$ cat src/rtl/vote_collector16_if.sv
// vote_collector16_if: serial vote input, word output and status counters of the vote collector.
interface vote_collector16_if;
    logic        vote_valid;
    logic        vote_bit;
    logic        vote_ready;
    logic        flush;
    logic        word_valid;
    logic [15:0] word_data;
    logic        word_ready;
    logic [4:0]  vote_cnt;
    logic [7:0]  frame_cnt;
    modport master (
        output vote_valid, vote_bit, flush, word_ready,
        input  vote_ready, word_valid, word_data, vote_cnt, frame_cnt
    );
    modport slave (
        input  vote_valid, vote_bit, flush, word_ready,
        output vote_ready, word_valid, word_data, vote_cnt, frame_cnt
    );
endinterface

$ cat src/rtl/vote_collector16.sv
// vote_collector16: packs 16 serial votes into a word for the majority stage.
// Flush always wins over a same-cycle vote or word handshake.
module vote_collector16 #(
    parameter bit MSB_FIRST = 1'b0
) (
    input logic                clk,
    input logic                rst_n,
    vote_collector16_if.slave  bus
);
    typedef enum logic [1:0] {IDLE, COLLECT, FULL} state_t;
    state_t      state_q, state_d;
    logic [4:0]  cnt_q, cnt_d;
    logic [7:0]  frm_q, frm_d;
    logic [15:0] data_q, data_d;
    logic [3:0]  idx;
    assign idx = MSB_FIRST ? 4'd15 - cnt_q[3:0] : cnt_q[3:0];
    always_comb begin
        state_d = state_q;
        cnt_d   = cnt_q;
        frm_d   = frm_q;
        data_d  = data_q;
        unique case (state_q)
            IDLE: state_d = COLLECT;
            COLLECT: begin
                if (bus.flush) begin
                    cnt_d = 5'd0;
                end else if (bus.vote_valid) begin
                    data_d[idx] = bus.vote_bit;
                    cnt_d       = cnt_q + 5'd1;
                    state_d     = (cnt_q == 5'd15) ? FULL : COLLECT;
                end
            end
            FULL: begin
                if (bus.flush || bus.word_ready) begin
                    state_d = COLLECT;
                    cnt_d   = 5'd0;
                    frm_d   = bus.flush ? frm_q : frm_q + 8'd1;
                end
            end
            default: state_d = IDLE;
        endcase
    end
    always_ff @(posedge clk or negedge rst_n) begin
        if (!rst_n) begin
            state_q <= IDLE;
            cnt_q   <= 5'd0;
            frm_q   <= 8'd0;
            data_q  <= 16'h0000;
        end else begin
            state_q <= state_d;
            cnt_q   <= cnt_d;
            frm_q   <= frm_d;
            data_q  <= data_d;
        end
    end
    assign bus.vote_ready = (state_q == COLLECT);
    assign bus.word_valid = (state_q == FULL);
    assign bus.word_data  = data_q;
    assign bus.vote_cnt   = cnt_q;
    assign bus.frame_cnt  = frm_q;
endmodule

$ cat src/flat_wrapper.sv
// flat-port wrapper written by rule: the top's interface ports become plain ports
module vote_collector16_flat 
#(
    parameter bit MSB_FIRST = 1'b0
)
  (clk, rst_n, bus_vote_valid, bus_vote_bit, bus_flush, bus_word_ready, bus_vote_ready, bus_word_valid, bus_word_data, bus_vote_cnt, bus_frame_cnt);
  vote_collector16_if bus_i ();
  input logic clk;
  input logic rst_n;
  input wire logic [$bits(bus_i.vote_valid)-1:0] bus_vote_valid;
  input wire logic [$bits(bus_i.vote_bit)-1:0] bus_vote_bit;
  input wire logic [$bits(bus_i.flush)-1:0] bus_flush;
  input wire logic [$bits(bus_i.word_ready)-1:0] bus_word_ready;
  output wire logic [$bits(bus_i.vote_ready)-1:0] bus_vote_ready;
  output wire logic [$bits(bus_i.word_valid)-1:0] bus_word_valid;
  output wire logic [$bits(bus_i.word_data)-1:0] bus_word_data;
  output wire logic [$bits(bus_i.vote_cnt)-1:0] bus_vote_cnt;
  output wire logic [$bits(bus_i.frame_cnt)-1:0] bus_frame_cnt;
  assign bus_i.vote_valid = bus_vote_valid;
  assign bus_i.vote_bit = bus_vote_bit;
  assign bus_i.flush = bus_flush;
  assign bus_i.word_ready = bus_word_ready;
  assign bus_vote_ready = bus_i.vote_ready;
  assign bus_word_valid = bus_i.word_valid;
  assign bus_word_data = bus_i.word_data;
  assign bus_vote_cnt = bus_i.vote_cnt;
  assign bus_frame_cnt = bus_i.frame_cnt;
  vote_collector16 #(.MSB_FIRST(MSB_FIRST)) u_core (.clk(clk), .rst_n(rst_n), .bus(bus_i));
endmodule
$ cat config.mk
export PLATFORM = sky130hd
export DESIGN_NAME = vote_collector16_flat
export DESIGN_NICKNAME = d
export VERILOG_FILES = /design/src/rtl/vote_collector16_if.sv /design/src/rtl/vote_collector16.sv /design/src/flat_wrapper.sv
export SDC_FILE = /design/constraint.sdc
export NUM_CORES = 1
export LEC_CHECK = 0
export BUFFER_PORTS_ARGS = -buffer_cell sky130_fd_sc_hd__buf_2
export CORE_MARGIN = 4
export CORE_UTILIZATION = 50
export CTS_CLUSTER_DIAMETER = 50
export DETAILED_ROUTE_END_ITERATION = 6
export PLACE_DENSITY = 0.84
export SETUP_SLACK_MARGIN = 0.05
export SYNTH_ARGS = -nofsm -noshare
export SYNTH_HDL_FRONTEND = slang
export SYNTH_SLANG_ARGS = --single-unit
$ cat constraint.sdc
create_clock -name clk -period 2.3 [get_ports clk]
set_input_delay 0.345 -clock clk [delete_from_list [all_inputs] [get_ports clk]]
set_output_delay 0.345 -clock clk [all_outputs]
set_load 0.02 [all_outputs]
==> reports/results.txt, run 1 <==
cell internal pwr - 951.7 uW
Setup violations, final - 0
drt via density - 5.549
post-route design area - 1821 sq um
number of distinct library cell variants in the gate-level netlist after synthesis - 31
maximum clock insertion buffer count - 2
worst setup path class - flop to primary output
fraction of the yosys area taken by sequential cells - 0.4988
Net Count, Synth - 150
status - finished clean
minimum clock period - 1.764 ns
Max FO, Critical Path - 9
final worst slack - 0.5359 ns
number of buffers added by the clock tree synthesis step - 5
cts-stage hold buffer count - 0
via count - 1132
P_leak - 0.9678 nW
relative contribution of combinational cells to total power - 0.231
RSZ-0062 raised after global routing - no
diode insertion count for antenna repair - 0
fmax - 0.5669 GHz
most used flip-flop cell after synthesis - sky130_fd_sc_hd__dfrtp_1
DIE AREA - 4067 sq um
maximum level of the CTS H-tree - 2
clock insertion delay at the later pin of the skew report - 0.33 ns
GRT Residual Overflow - 0
slew at the pin closest to its max-slew limit - 0.6903 ns
number of global-route vias before repair - 1181
wire length of the first global-routing pass - 5347 microns
share of the clock period used by the worst path after layout - 0.7670
horizontal die dimension - 63.77 microns
clock tree root buffer cell - sky130_fd_sc_hd__clkbuf_4
overall power consumption - 1.373 mW
placement row count - 19
TNS Setup - 0 ns
post-synthesis to final-layout area growth - 17.06%
total core area - 2853 sq um
cell area after placement - 1749 sq um
setup bufs post-CTS - 0
largest net degree at the start of global routing - 32
capturing point of the worst reg2reg path - u_core.bus.word_data[1]
gpl congestion - 0.7226
number of instances in the synthesized netlist - 134
Worst slew margin - 0.5398
asr flop ratio synth - 1.000
portion of total power attributed to sequential cells - 0.480
WL final - 3122 microns
Mapped Area - 1555 sq um
slowest cell on the critical path - sky130_fd_sc_hd__dfrtp_1
highest cell delay on the worst timing path - 0.41 ns
detailed-placement wirelength estimate - 2379 microns
Die H - 63.77 microns
CTS tree - yes
flop2flop setup slack - 0.56 ns
number of register bits inferred by synthesis - 31
Fin Clk Skew - 0.01147 ns
number of ports placed on the die boundary - 37
setup slack at placement - 0.5829 ns
number of enable flip-flop cells after synthesis - 0
synthesis warning total - 0
post-synthesis area per instance - 11.61 sq um
Residual DRC - 0
power density of the placed cells - 754.1 nW/um^2
length of the first detailed-routing pass in iterations - 4
max-slew violations - 0
effective utilization at floorplan - 0.5452
Detail Route Antenna Nets - 0
PortBufs - 36
initial antenna violation count - 0
Fin. Hold Viols - 0
category of the worst setup path launch point - flop
worst-path cell chain - inv_1 > ha_1 > buf_2
global-route usage over all layers - 0.1701
depth of the worst register-to-register path - 5
total of max-cap violations - 0
TritonCTS sink count - 31
WP data arrival - 1.42 ns
Worst IR Drop VDD - 0.0006334 V
cells resized by post-CTS repair - 0
net switching power of the design - 421.0 uW
kind of capture point of the worst setup path - primary output
layout cell share with drive strength beyond 1 - 0.3699
DRC marker count from the first detailed-route iteration - 37
clock slew at reported path FFs - 0.09 ns
path category of the worst min-delay check - primary input to async pin
clock network fraction of total power - 0.289
net switching share of the total power - 0.3067
Layout Nets - 189
wire length per cell - 15.30 microns
CP Data Required Time - 1.96 ns
reg-to-reg startpoint - u_core.state_q[1]
==> worst max-delay path: cells and delay by family (launching register included) <==
kind,cells,cell delay (ns)
flip-flops,1,0.41
adder cells (fa/ha/maj),1,0.34
buffers and inverters,2,0.33
==> kinds of logic after synthesis <==
logic type	Yosys count	synth area share
muxes	20	0.1440
buffers and inverters	11	0.03299
AOI/OAI and AO/OA	9	0.03781
and+or+nand+nor	45	0.1609
adders and majority gates	10	0.08045
xor gates and xnor gates	8	0.04505
DFF	31	0.4988
==> stage by stage <==
stage,hold WS [ns],instances,util
4_1_cts,0.05903,204,0.6382
3_5_place_dp,0.4275,197,0.6132
5_1_grt,0.08372,204,0.6382
3_3_place_gp,0.4176,197,0.6132
2_1_floorplan,0.04941,134,-
6_report,0.05752,204,0.6382
==> worst max-delay path by stage <==
| stage | endpoint | slack (ns) | from | depth (start not counted) |
|---|---|---|---|---|
| global route | u_core.bus.word_data[1] | 0.41 | u_core.state_q[1] | 5 |
| global placement | u_core.bus.word_data[3] | 0.67 | u_core.state_q[1] | 5 |
| floorplan | u_core.bus.frame_cnt[5] | 0.61 | u_core.state_q[0] | 7 |
| finish | bus_vote_ready | 0.54 | u_core.state_q[1] | 3 |
| detailed placement | u_core.bus.word_data[1] | 0.58 | u_core.state_q[1] | 5 |
| CTS | bus_vote_ready | 0.53 | u_core.state_q[1] | 3 |
==> state kept, by name (all words and copies together) (netlist names) <==
register / cells
u_core.state_q: 2
u_core.bus.word_data: 16
u_core.bus.vote_cnt: 5
u_core.bus.frame_cnt: 8
==> cells in the final DEF, fill, tap and decap left out <==
master,Yosys,routed
sky130_fd_sc_hd__nand3_1,6,6
sky130_fd_sc_hd__o2bb2ai_1,1,1
sky130_fd_sc_hd__nand2_1,3,3
sky130_fd_sc_hd__o31ai_1,1,1
sky130_fd_sc_hd__a22o_1,2,2
sky130_fd_sc_hd__clkbuf_4,0,5
sky130_fd_sc_hd__nor2_1,14,14
sky130_fd_sc_hd__mux2_1,1,1
sky130_fd_sc_hd__and3_1,2,2
sky130_fd_sc_hd__mux2_2,18,18
sky130_fd_sc_hd__clkbuf_1,1,1
sky130_fd_sc_hd__nand3b_1,2,2
sky130_fd_sc_hd__xor2_1,2,2
sky130_fd_sc_hd__nand4_1,2,2
sky130_fd_sc_hd__nand2b_1,5,5
sky130_fd_sc_hd__xnor2_1,6,6
sky130_fd_sc_hd__bufinv_16,0,1
sky130_fd_sc_hd__o21ai_0,2,2
sky130_fd_sc_hd__ha_1,10,10
sky130_fd_sc_hd__nor3_1,4,4
sky130_fd_sc_hd__and3_4,1,1
sky130_fd_sc_hd__and3b_1,1,1
sky130_fd_sc_hd__dfrtp_1,31,31
sky130_fd_sc_hd__a21oi_1,3,3
sky130_fd_sc_hd__nor2b_2,1,1
sky130_fd_sc_hd__nor3b_1,1,1
sky130_fd_sc_hd__or2b_1,1,1
sky130_fd_sc_hd__and4_4,1,1
sky130_fd_sc_hd__buf_2,2,36
sky130_fd_sc_hd__mux2i_1,1,1
sky130_fd_sc_hd__nand3_2,1,1
sky130_fd_sc_hd__inv_1,7,7
==> Yosys cell counts, types with 2 or more instances <==
library cell / number / share of area
sky130_fd_sc_hd__dfrtp_1: 31 / 0.50
sky130_fd_sc_hd__nand4_1: 2 / 0.0080
sky130_fd_sc_hd__nor2_1: 14 / 0.034
sky130_fd_sc_hd__ha_1: 10 / 0.080
sky130_fd_sc_hd__a22o_1: 2 / 0.011
sky130_fd_sc_hd__inv_1: 7 / 0.017
sky130_fd_sc_hd__nand2b_1: 5 / 0.020
sky130_fd_sc_hd__xnor2_1: 6 / 0.034
sky130_fd_sc_hd__and3_1: 2 / 0.0080
sky130_fd_sc_hd__nand3_1: 6 / 0.019
sky130_fd_sc_hd__a21oi_1: 3 / 0.0097
sky130_fd_sc_hd__nand3b_1: 2 / 0.0097
sky130_fd_sc_hd__mux2_2: 18 / 0.13
sky130_fd_sc_hd__xor2_1: 2 / 0.011
sky130_fd_sc_hd__nor3_1: 4 / 0.013
sky130_fd_sc_hd__buf_2: 2 / 0.0064
sky130_fd_sc_hd__nand2_1: 3 / 0.0072
sky130_fd_sc_hd__o21ai_0: 2 / 0.0064
==> power by group through the flow <==
stage / Clock (mW) / Sequential (mW) / Combinational [mW]
after floorplan: 0 / 0.725 / 0.140
after global placement: 0 / 0.663 / 0.310
after detailed placement: 0 / 0.667 / 0.319
after CTS: 0.413 / 0.658 / 0.321
after global routing: 0.438 / 0.667 / 0.343
final: 0.396 / 0.659 / 0.317
==> final cells by class <==
type | count | area (sq um)
Tap cell | 31 | 38.79
Inverter | 7 | 26.28
Clock buffer | 6 | 41.29
Multi-Input combinational cell | 92 | 728.2
Fill cell | 221 | 1032
Clock inverter | 1 | 30.03
Timing Repair Buffer | 36 | 180.2
Sequential cell | 31 | 775.7
==> layer usage <==
layer	share of wire	global-route usage
met5	0	0
met4	0.013	0.04852
met3	0.064	0.05954
met2	0.51	0.3025
met1	0.42	0.1932
No activity file was read; power rests on OpenSTA's default activity.
==> inputs of run 2 (changes only) <==
--- a/config.mk
+++ b/config.mk
@@ -5,9 +5,10 @@
 export SDC_FILE = /design/constraint.sdc
 export NUM_CORES = 1
 export LEC_CHECK = 0
+export ABC_AREA = 1
 export BUFFER_PORTS_ARGS = -buffer_cell sky130_fd_sc_hd__buf_2
 export CORE_MARGIN = 4
-export CORE_UTILIZATION = 50
+export CORE_UTILIZATION = 48
 export CTS_CLUSTER_DIAMETER = 50
 export DETAILED_ROUTE_END_ITERATION = 6
 export PLACE_DENSITY = 0.84
==> constraint.sdc (replaced) <==
create_clock -name clk -period 1.4 [get_ports clk]
set_input_delay 0.21 -clock clk [delete_from_list [all_inputs] [get_ports clk]]
set_output_delay 0.21 -clock clk [all_outputs]
set_load 0.02 [all_outputs]
==> run 2 against run 1 <==
The run now ends with setup timing left. Core utilization increased by 5.7 points. Flip-flop and latch count unchanged. Area after synthesis up 4.3%. Clock-buffer cell count increased by 2. Final area increased by 20%. Non-clock buffer count up 14.
==> reports/results.txt, run 2 <==
drt via density - 4.811 (was 5.549)
Residual DRC - 0 (unchanged)
worst-path cell chain - inv_2 > ha_4 > nand3_4 > nor2_4 > nand2_2 > nand2_2 > o21ai_2 (was inv_1 > ha_1 > buf_2)
RSZ-0062 raised after global routing - yes (was no)
clock slew at reported path FFs - 0.10 ns (was 0.09 ns)
Max FO, Critical Path - 8 (was 9)
power density of the placed cells - 1380 nW/um^2 (was 754.1 nW/um^2)
status - finished, violations left (was finished clean)
wire length per cell - 12.27 microns (was 15.30 microns)
category of the worst setup path launch point - flop (unchanged)
DIE AREA - 4372 sq um (was 4067 sq um)
list of most frequent post-synthesis cells - sky130_fd_sc_hd__nand2_1, sky130_fd_sc_hd__dfrtp_1, sky130_fd_sc_hd__inv_1 (was sky130_fd_sc_hd__dfrtp_1, sky130_fd_sc_hd__mux2_2, sky130_fd_sc_hd__nor2_1)
global-route track usage on met3 - 0.04082 (was 0.05954)
Top delay family on crit path - simple AND/OR/NAND/NOR gates (was flip-flops)
final worst slack - -0.01501 ns (was 0.5359 ns)
number of enable flip-flop cells after synthesis - 0 (unchanged)
flop2flop setup slack - -0.02 ns (was 0.56 ns)
worst path buffer plus inverter count - 1 (was 2)
endpoint of the most critical setup path - u_core.bus.word_data[1] (was bus_vote_ready)
Placed Cells - 287 (was 197)
most repeated cell in the gate-level netlist after synthesis - sky130_fd_sc_hd__nand2_1 (was sky130_fd_sc_hd__dfrtp_1)
depth of the worst register-to-register path - 7 (was 5)
setup slack at placement - -0.03727 ns (was 0.5829 ns)
Fin. Hold Viols - 0 (unchanged)
number of instances in the synthesized netlist - 201 (was 134)
number of buffers added by the clock tree synthesis step - 5 (unchanged)
worst setup path class - flop to flop (was flop to primary output)
GRT Residual Overflow - 0 (unchanged)
kind of capture point of the worst setup path - flop (was primary output)
number of register bits inferred by synthesis - 31 (unchanged)
GRT met1 Usage - 0.1963 (was 0.1932)
largest net degree at the start of global routing - 32 (unchanged)
wire length of the first global-routing pass - 5761 microns (was 5347 microns)
path category of the worst min-delay check - primary input to flop (was primary input to async pin)
reg-to-reg startpoint - u_core.state_q[1] (unchanged)
violations in the final reports - setup timing
Worst slew margin - 0.7042 (was 0.5398)
top cells by area in the synthesized netlist - sky130_fd_sc_hd__dfrtp_1, sky130_fd_sc_hd__nand2_1, sky130_fd_sc_hd__ha_1 (was sky130_fd_sc_hd__dfrtp_1, sky130_fd_sc_hd__mux2_2, sky130_fd_sc_hd__ha_1)
WL final - 3705 microns (was 3122 microns)
number of distinct library cell variants in the gate-level netlist after synthesis - 19 (was 31)
overall power consumption - 3.024 mW (was 1.373 mW)
slew at the pin closest to its max-slew limit - 0.4421 ns (was 0.6903 ns)
share of the clock period used by the worst path after layout - 1.011
initial antenna violation count - 0 (unchanged)
launching element of the worst setup path - u_core.state_q[1] (unchanged)
post-synthesis area per instance - 8.067 sq um (was 11.61 sq um)
CP Data Required Time - 1.61 ns (was 1.96 ns)
asr flop ratio synth - 1.000 (unchanged)
total of max-cap violations - 0 (unchanged)
TNS Setup - -0.02313 ns (was 0 ns)
CTS tree - yes (unchanged)
max-slew violations - 0 (unchanged)
PortBufs - 36 (unchanged)
synthesis warning total - 0 (unchanged)
fraction of synthesized cell area taken by the top area cell type - 0.4784 (was 0.4988)
capturing point of the worst reg2reg path - u_core.bus.word_data[1] (unchanged)
WP data arrival - 1.62 ns (was 1.42 ns)
Detail Route Antenna Nets - 0 (unchanged)
leading cell types in the layout, fill and taps excluded - sky130_fd_sc_hd__nand2_1, sky130_fd_sc_hd__buf_2, sky130_fd_sc_hd__dfrtp_1, sky130_fd_sc_hd__inv_1, sky130_fd_sc_hd__o21ai_1 (was sky130_fd_sc_hd__buf_2, sky130_fd_sc_hd__dfrtp_1, sky130_fd_sc_hd__mux2_2, sky130_fd_sc_hd__nor2_1, sky130_fd_sc_hd__ha_1)
slowest cell on the critical path - sky130_fd_sc_hd__dfrtp_1 (unchanged)
met2 capacity usage during global routing - 0.3110 (was 0.3025)
maximum clock insertion buffer count - 2 (unchanged)
DRC marker count from the first detailed-route iteration - 58 (was 37)
number of global-route vias before repair - 1390 (was 1181)
Net Count, Synth - 217 (was 150)
via count - 1453 (was 1132)
P_leak - 1.075 nW (was 0.9678 nW)
horizontal die dimension - 66.12 microns (was 63.77 microns)
effective utilization at floorplan - 0.5143 (was 0.5452)
gpl congestion - 0.8155 (was 0.7226)
most area-hungry cell type in the Yosys netlist - sky130_fd_sc_hd__dfrtp_1 (unchanged)
Mapped Area - 1622 sq um (was 1555 sq um)
global-route usage over all layers - 0.1714 (was 0.1701)
Fin Clk Skew - 0.009691 ns (was 0.01147 ns)
Die H - 66.12 microns (was 63.77 microns)
Worst IR Drop VDD - 0.0009082 V (was 0.0006334 V)
leading cell type in the layout, fill and taps excluded - sky130_fd_sc_hd__nand2_1 (was sky130_fd_sc_hd__buf_2)
Layout Utilization - 0.6952 (was 0.6382)
length of the first detailed-routing pass in iterations - 4 (unchanged)
Crit path depth - 7 (was 3)
fraction of the yosys area taken by sequential cells - 0.4784 (was 0.4988)
layout cell share with drive strength beyond 1 - 0.3915 (was 0.3699)
minimum clock period - 1.415 ns
maximum level of the CTS H-tree - 2 (unchanged)
layer carrying the most global-route usage - met2 (unchanged)
post-synthesis to final-layout area growth - 35.19% (was 17.06%)
clock insertion delay at the later pin of the skew report - 0.32 ns (was 0.33 ns)
total core area - 3153 sq um (was 2853 sq um)
Setup violations, final - 2 (was 0)
placement row count - 20 (was 19)
diode insertion count for antenna repair - 0 (unchanged)
number of ports placed on the die boundary - 37 (unchanged)
most used flip-flop cell after synthesis - sky130_fd_sc_hd__dfrtp_1 (unchanged)
detailed-placement wirelength estimate - 2522 microns (was 2379 microns)
fmax - 0.7067 GHz
TritonCTS sink count - 31 (unchanged)
flip-flop count of the largest register after layout - 16 (unchanged)
clock tree root buffer cell - sky130_fd_sc_hd__clkbuf_4 (unchanged)
Layout Cells excl Fill - 302 (was 204)
critical path's most frequent cell - sky130_fd_sc_hd__nand2_2
Layout Nets - 273 (was 189)
highest cell delay on the worst timing path - 0.42 ns (was 0.41 ns)
-- run 2: cell families after synthesis --
logic type               Yosys count  synth area share
AND/OR/NAND/NOR                  104            0.2824
buffers and inverters             26           0.06018
XOR/XNOR                           4           0.02161
flip-flops                        31            0.4784
adder cells (fa/ha/maj)           10           0.07716
AO/OA/AOI/OAI                     26           0.08025
-- run 2: what timing repair did --
| item | in CTS | in global routing |
|---|---|---|
| pin swaps | 2 | 11 |
| resized for setup | 20 | 26 |
| setup endpoints to repair | 28 | 29 |
| buffers inserted | 2 | 4 |
| hold buffers | 1 | 0 |
| endpoints found under the hold margin | 31 | 0 |
-- run 2: worst register-to-register path, delay by kind of cell, from the launching register on --
kind / cells / cell delay (ns)
simple gates: 4 / 0.56
flops: 1 / 0.42
fa+ha+maj: 1 / 0.18
buf+inv: 1 / 0.09
compound gates: 1 / 0.05
-- run 2: per-layer routing --
metal	up-vias	share of wire	wire length, microns
li1	743	-	-
met1	673	0.43	1597
met2	35	0.51	1885
met3	2	0.054	200
met4	0	0.0057	21
met5	-	0	0
-- run 2: per-stage QoR --
step	hold slack [ns]	area (sq um)
global placement	0.2441	1948
floorplan	-0.08559	1664
global route	0.1763	2192
detailed placement	0.2455	1948
CTS	0.1416	2095
finish	0.1565	2192
-- run 2: final cells by class --
type | count | area [sq um]
Clock buffer | 8 | 68.82
Tap cell | 44 | 55.05
Multi-Input combinational cell | 144 | 892.1
Sequential cell | 31 | 779.5
Timing Repair Buffer | 50 | 300.3
Inverter | 25 | 96.34
Fill cell | 252 | 960.9
-- run 2: where the power goes --
part	internal (mW)	leakage, nW	switching [mW]
registers	1.05	0.393	0.128
logic	0.467	0.644	0.787
clock network	0.295	0.0386	0.297
-- run 2: worst min path at each step --
stage,start,endpoint,slack (ns),cells after the start
after floorplan,rst_n,u_core.bus.frame_cnt[0],-0.09,0
after detailed placement,rst_n,u_core.bus.word_data[15],0.25,2
final,bus_vote_bit,u_core.bus.word_data[13],0.16,3
after CTS,bus_vote_bit,u_core.bus.word_data[13],0.14,3
after global routing,bus_vote_bit,u_core.bus.word_data[13],0.18,3
after global placement,rst_n,u_core.bus.word_data[15],0.24,2
